## src/rtl/match_result_queue.sv

```systemverilog
// match_result_queue: formats per-string match events from the plain and star
// matchers into {match, index, str_id} result words. The words are buffered in
// a DEPTH-entry FIFO and released to a consumer over a valid/ready handshake.
// The block also reports occupancy and a sticky overflow flag for dropped events.
//
// Handshake: the producer side has no stall input. An event is taken at a
// rising edge when ev_ready=1 (count<DEPTH). Otherwise it is dropped and
// flagged in overflow. On the consumer side, a word transfers at a rising edge
// where o_valid & o_ready. While o_valid & !o_ready the word is held stable.
module match_result_queue #(
  parameter int IDX_W = 5,
  parameter int DEPTH = 4,
  parameter int STR_W = 4
) (
  input  logic                       clk,
  input  logic                       rst,
  input  logic                       ev_match_v,
  input  logic                       ev_done,
  input  logic [IDX_W-1:0]           ev_idx,
  input  logic                       ev_head_bol,
  input  logic                       ev_head_eol,
  input  logic                       ev_star_v,
  input  logic                       ev_star_done,
  input  logic [IDX_W-1:0]           ev_stride,
  output logic                       ev_ready,
  output logic                       o_valid,
  input  logic                       o_ready,
  output logic                       o_match,
  output logic [IDX_W-1:0]           o_idx,
  output logic [STR_W-1:0]           o_str_id,
  output logic [$clog2(DEPTH+1)-1:0] count,
  output logic                       overflow,
  input  logic                       clr_ovf
);

  localparam int PTR_W = $clog2(DEPTH);
  localparam int CNT_W = $clog2(DEPTH+1);

  logic             mem_match [DEPTH];
  logic [IDX_W-1:0] mem_idx   [DEPTH];
  logic [STR_W-1:0] mem_str   [DEPTH];

  logic [PTR_W-1:0] wr_ptr;
  logic [PTR_W-1:0] rd_ptr;
  logic [CNT_W-1:0] count_q;
  logic [STR_W-1:0] str_cnt;
  logic             ovf_q;

  logic             ev_any;
  logic             full;
  logic             push;
  logic             drop;
  logic             pop;
  logic             entry_match;
  logic [IDX_W-1:0] entry_idx;

  assign ev_any      = ev_match_v | ev_star_v | ev_done | ev_star_done;
  assign full        = (count_q == CNT_W'(DEPTH));
  assign push        = ev_any & ~full;
  // A pop in the same cycle does not rescue an event that arrives while full.
  assign drop        = ev_any & full;
  assign pop         = o_valid & o_ready;
  assign entry_match = ev_match_v | ev_star_v;

  // Format the result index: plain match wins over star, done-only reports 0.
  always_comb begin
    entry_idx = '0;
    if (ev_match_v) begin
      if ((ev_idx == IDX_W'(1) && ev_head_bol) || (ev_idx == '0 && ev_head_eol))
        entry_idx = '0;
      else
        entry_idx = ev_idx - IDX_W'(1) + {{(IDX_W-1){1'b0}}, ev_head_bol};
    end else if (ev_star_v) begin
      entry_idx = ev_stride;
    end
  end

  // Storage write on push; reset zeroes entries so head outputs read 0.
  always_ff @(posedge clk) begin
    if (rst) begin
      for (int i = 0; i < DEPTH; i++) begin
        mem_match[i] <= 1'b0;
        mem_idx[i]   <= '0;
        mem_str[i]   <= '0;
      end
    end else if (push) begin
      mem_match[wr_ptr] <= entry_match;
      mem_idx[wr_ptr]   <= entry_idx;
      mem_str[wr_ptr]   <= str_cnt;
    end
  end

  // Pointers and occupancy; pointers wrap naturally since DEPTH is a power of two.
  always_ff @(posedge clk) begin
    if (rst) begin
      wr_ptr  <= '0;
      rd_ptr  <= '0;
      count_q <= '0;
    end else begin
      if (push) wr_ptr <= wr_ptr + PTR_W'(1);
      if (pop)  rd_ptr <= rd_ptr + PTR_W'(1);
      case ({push, pop})
        2'b10:   count_q <= count_q + CNT_W'(1);
        2'b01:   count_q <= count_q - CNT_W'(1);
        default: count_q <= count_q;
      endcase
    end
  end

  // String sequence counter advances on every event, dropped or not.
  always_ff @(posedge clk) begin
    if (rst)         str_cnt <= '0;
    else if (ev_any) str_cnt <= str_cnt + STR_W'(1);
  end

  // Sticky overflow; a drop takes precedence over a clear in the same cycle.
  always_ff @(posedge clk) begin
    if (rst)          ovf_q <= 1'b0;
    else if (drop)    ovf_q <= 1'b1;
    else if (clr_ovf) ovf_q <= 1'b0;
  end

  assign ev_ready = ~full;
  assign o_valid  = (count_q != '0);
  assign count    = count_q;
  assign overflow = ovf_q;
  assign o_match  = mem_match[rd_ptr];
  assign o_idx    = mem_idx[rd_ptr];
  assign o_str_id = mem_str[rd_ptr];

endmodule

```

## config.mk

```make
export PLATFORM = sky130hd
export DESIGN_NAME = match_result_queue
export DESIGN_NICKNAME = d
export VERILOG_FILES = /design/src/rtl/match_result_queue.sv
export SDC_FILE = /design/constraint.sdc
export NUM_CORES = 1
export LEC_CHECK = 0
export ABC_AREA = 1
export BUFFER_PORTS_ARGS = -buffer_cell sky130_fd_sc_hd__buf_2
export CAP_MARGIN = 20
export CORE_ASPECT_RATIO = 0.8
export CORE_MARGIN = 2
export CORE_UTILIZATION = 51
export CTS_CLUSTER_SIZE = 40
export DETAILED_ROUTE_END_ITERATION = 8
export PLACE_DENSITY = 0.75
export SLEW_MARGIN = 20
export SYNTH_ARGS = -nofsm -noshare
export SYNTH_HDL_FRONTEND = slang
export SYNTH_SLANG_ARGS = --single-unit
```

## constraint.sdc

```tcl
create_clock -name clk -period 1.7 [get_ports clk]
set_input_delay 0.34 -clock clk [delete_from_list [all_inputs] [get_ports clk]]
set_output_delay 0.34 -clock clk [all_outputs]
set_load 0.02 [all_outputs]
```

# ---- Word-level counts from Yosys, hierarchy flattened
# Memories as Yosys holds them, arrays and structs flattened. A register that Yosys moved wholly into a read port is not among the register bits.
# Index checks and enable logic that the tools add are counted.
dict set report classes {
  muxes 26
  n_reduce_logical 10
  add_sub_neg 7
  eq_ne 4
  n_bitwise 7
}
# op n
set ops {}
lappend ops {{$mux 5} 4}
lappend ops {{$mux 2} 9}
lappend ops {{$mux 1} 11}
lappend ops {{$pmux 3 s2} 1}
lappend ops {{$add 5x1->5} 1}
lappend ops {{$eq 5x1->1 const B} 1}
lappend ops {{$logic_not 5->1} 1}
lappend ops {{$reduce_or 5->1} 1}
lappend ops {{$sub 5x1->5 const B} 1}
lappend ops {{$add 2x1->2 const B} 2}
lappend ops {{$add 4x1->4 const B} 1}
lappend ops {{$mux 4} 1}
lappend ops {{$reduce_bool 2->1} 2}
lappend ops {{$reduce_or 4->1} 1}
lappend ops {{$add 3x1->3 const B} 1}
lappend ops {{$and 1x1->1} 3}
lappend ops {{$eq 3x3->1 const B} 1}
lappend ops {{$or 1x1->1} 3}
lappend ops {{$reduce_bool 3->1} 1}
lappend ops {{$sub 3x1->3 const B} 1}
lappend ops {{$eq 2x1->1 const B} 1}
lappend ops {{$eq 2x2->1 const B} 1}
lappend ops {{$logic_and 1x1->1} 2}
lappend ops {{$logic_or 1x1->1} 1}
lappend ops {{other kinds (2)} 2}
dict set report totals {
  mem_count 3
  in_bits 20
  mem_bits_rw 40
  reg_bits 12
  elab_cells 62
}
# name depth word_bits read_ports rd_clocked_by_memory_dff wr line_no
set memory_table {}
lappend memory_table {mem_idx 4 5 1 1 4 40} ;# logic [IDX_W-1:0] mem_idx [DEPTH];
lappend memory_table {mem_str 4 4 1 1 4 41} ;# logic [STR_W-1:0] mem_str [DEPTH];
lappend memory_table {mem_match 4 1 1 1 4 39} ;# logic mem_match [DEPTH];

# ---- Longest topological paths before layout
dict set report logic_depth {
  word_depth 9
  mapped_depth 12
}

# ---- Least setup slack after synthesis
# OpenSTA, ideal clock, no wires.
dict set report synth_path {
  path_type {flip-flop to flip-flop}
  start {register count_q[0], in the netlist count[0]}
  end {memory mem_idx[3][0] (enable)}
  synth_period_minus_slack_ps 2122
  n_path_buf 0
  arrival_time_ps 1729
  path_slack_ps -422
  stages_incl_launch_ff 5
  cell_sequence {dfxtp_1 inv_1 nand3_2 nand2_4 o31ai_1}
}
# item line_no
set synth_lines {}
lappend synth_lines {{start, declared} 45} ;# logic [CNT_W-1:0] count_q;
lappend synth_lines {{start signal, assigned} 103} ;# 2'b10: count_q <= count_q + CNT_W'(1);
lappend synth_lines {{start signal, assigned} 104} ;# 2'b01: count_q <= count_q - CNT_W'(1);
lappend synth_lines {{start signal, assigned} 105} ;# default: count_q <= count_q;
lappend synth_lines {{end, declared} 40}

==> impl_metrics.json <==
{
  "yosys.cell_types.count": 23,
  "cap_violations": 0,
  "p_leak_nw": 1.41,
  "synth.area.top_cells": "edfxtp_1 47%, dfxtp_1 11%, nor2_1 11%",
  "antenna_found_initial": 0,
  "ys_async_sr_fraction": 0,
  "netlist.area_leader.share": 0.469,
  "nFillCells": 398,
  "post-place-cells": 389,
  "numPortBuffers": 35,
  "dr.pass1.iters": 4,
  "clock_latency_ns": 0.30,
  "syn-num-nets": 306,
  "hold_class": "in2reg",
  "fmax_mhz": 603,
  "clock_skew_ns": 0.00385,
  "setup_ws_ns": 0.0413,
  "initial_core_util": 0.520,
  "grt_pass1_wl_microns": 9240,
  "grt_overflow": 0,
  "area_delta_synth_final_pct": 26.2,
  "wl_microns": 5520,
  "rsz0062_at_grt": "true",
  "wl_met3_microns": 199,
  "via_per_inst": 5.17,
  "required_ns": 1.36,
  "ant_nets": 0,
  "worst_pin_slew_ns": 0.266,
  "relSlewSlack": 0.822,
  "cts_tree": "done",
  "worstHoldStart": "rst",
  "wire_per_inst_microns": 13.8,
  "r2r_setup_slack_ns": 0.07,
  "yosysSeqAreaShare": 0.579,
  "yosys.area.top_type": "edfxtp_1",
  "r2r-start": "count[2]$_SDFFE_PP0P_",
  "num_vias": 2067,
  "synth.most_common_cell": "nor2_1",
  "yosys_register_bits": 54,
  "syn_inst": 281,
  "cts_buffers": 5,
  "path_class": "reg2out",
  "slew_viol_final": 0,
  "finalNetCount": 362,
  "grt_max_degree": 17,
  "die_h_microns": 67.4,
  "die_area_sq_mm": 0.00560,
  "synth_edf_count": 40,
  "synth_area_sq_mm": 0.00256,
  "grt_pass1_vias": 2033,
  "drive_gt1_frac": 0.275,
  "final_cells": 400,
  "worst_setup_path_end_kind": "output pin",
  "fin_util": 0.656,
  "run_status": "finished clean",
  "syn_avg_cell_area_sq_um": 9.11,
  "io-pin-count": 36,
  "ys_warn_count": 0,
  "wl_met2_microns": 2800,
  "ys.flop_type": "edfxtp_1",
  "fin_crit_sh": 0.976,
  "power_density_mw_per_mm2": 1220,
  "dp_hpwl_microns": 3940,
  "antennaDiodeCount": 0,
  "gr-usage-all-layers": 0.215,
  "cts_sinks": 54,
  "core_area_sq_mm": 0.00492,
  "pre_cts_ws_ns": -0.0651,
  "fp-row-count": 23,
  "fin_crit_ns": 1.66,
  "clockBufferDepth": 2,
  "vdd_drop_max_v": 0.000669,
  "hold_violations": 0,
  "setup_viol": 0,
  "cts_max_level": 2,
  "top_layer_used": "met4",
  "crit_fanout": 5,
  "gp_congestion": 0.839,
  "arrival_ns": 1.32,
  "drtIter0Drc": 144,
  "die_w_microns": 83.2,
  "ctsRootBufferMaster": "clkbuf_8",
  "clk_pin_slew_ns": 0.09,
  "critPathLaunchType": "register",
  "synth_commonest_cells": "72 x nor2_1, 40 x edfxtp_1, 35 x inv_1, 34 x o21ai_0, 31 x nand2_1",
  "drc_errors": 0,
  "wl_met1_microns": 2430
}
-- worst max-delay path: stages, from the launching register on --
cell	delay, ns
dfxtp_4	0.38
inv_6	0.09
buf_8	0.12
o21ai_0	0.07
o22ai_1	0.18
buf_4	0.18
-- sequential cells by signal, summed over array words and instances (netlist names), named ones only --
| name | flops |
|---|---|
| mem_idx | 20 |
| rd_ptr | 2 |
| count | 3 |
| mem_match | 4 |
| overflow | 1 |
| wr_ptr | 2 |
| str_cnt | 4 |
| mem_str | 16 |
-- cells by family (layout without fill, tap and decap cells) --
family                   Yosys count  after routing  synth area share
adder cells (fa/ha/maj)            5              5            0.0274
flip-flops                        54             54             0.579
buffers and inverters             44            101            0.0660
AND/OR/NAND/NOR                  121            121             0.206
AO/OA/AOI/OAI                     57             57             0.121
-- routing by layer --
metal / track usage / vias to the layer above
met5: 0 / -
met4: 0.0676 / 0
met3: 0.0355 / 9
met2: 0.403 / 43
met1: 0.259 / 969
li1: - / 1046
-- final timing paths --
check / end / cells past startpoint
max: o_match / 5
min: overflow$_SDFFE_PP0P_ / 2
max reg2reg: count[2]$_SDFFE_PP0P_ / 11
min reg2reg: register / 2
-- cell usage in the layout, fill, tap and decap left out, types with 4 or more instances in the layout --
master,instances
buf_4,19
nor2_1,71
o22ai_1,10
dfxtp_4,4
o21ai_1,8
nand3_1,6
a21oi_1,7
o21ai_0,24
nand2_1,30
dfxtp_1,9
buf_2,31
edfxtp_1,40
clkbuf_8,5
inv_1,28
-- through the flow --
| step | total power [mW] | hold WS, ns | area, sq um | TNS, ns |
|---|---|---|---|---|
| floorplan | 2.60 | 0.412 | 2620 | 0 |
| global placement | 3.03 | 0.448 | 3020 | -0.0190 |
| detailed placement | 3.08 | 0.460 | 3020 | -0.117 |
| CTS | 3.84 | 0.282 | 3160 | 0 |
| global route | 4.16 | 0.298 | 3230 | -0.0382 |
| finish | 3.94 | 0.295 | 3230 | 0 |
-- layout make-up --
cell class                      count  area (sq um)  share of cell area
Sequential cell                    54          1500               0.464
Clock inverter                      3          16.3             0.00504
Inverter                           35           146              0.0453
Tap cell                           62          77.6              0.0240
Clock buffer                        5          68.8              0.0213
Timing Repair Buffer               58           452               0.140
Multi-Input combinational cell    183           970               0.300
-- timing repair --
| item | 4_1_cts | 5_1_grt |
|---|---|---|
| gates resized for setup | 14 | 20 |
| setup buffers | 1 | 0 |
| pin swaps | 0 | 6 |
| endpoints found under the setup margin | 11 | 10 |
| gates cloned | 1 | 1 |
| hold buffers | 0 | 0 |
-- power by group --
group	internal, mW	switching (mW)
combinational	0.609	0.885
clock	0.283	0.399
sequential	1.65	0.113
Note: power is estimated with default switching activity, not from simulation.
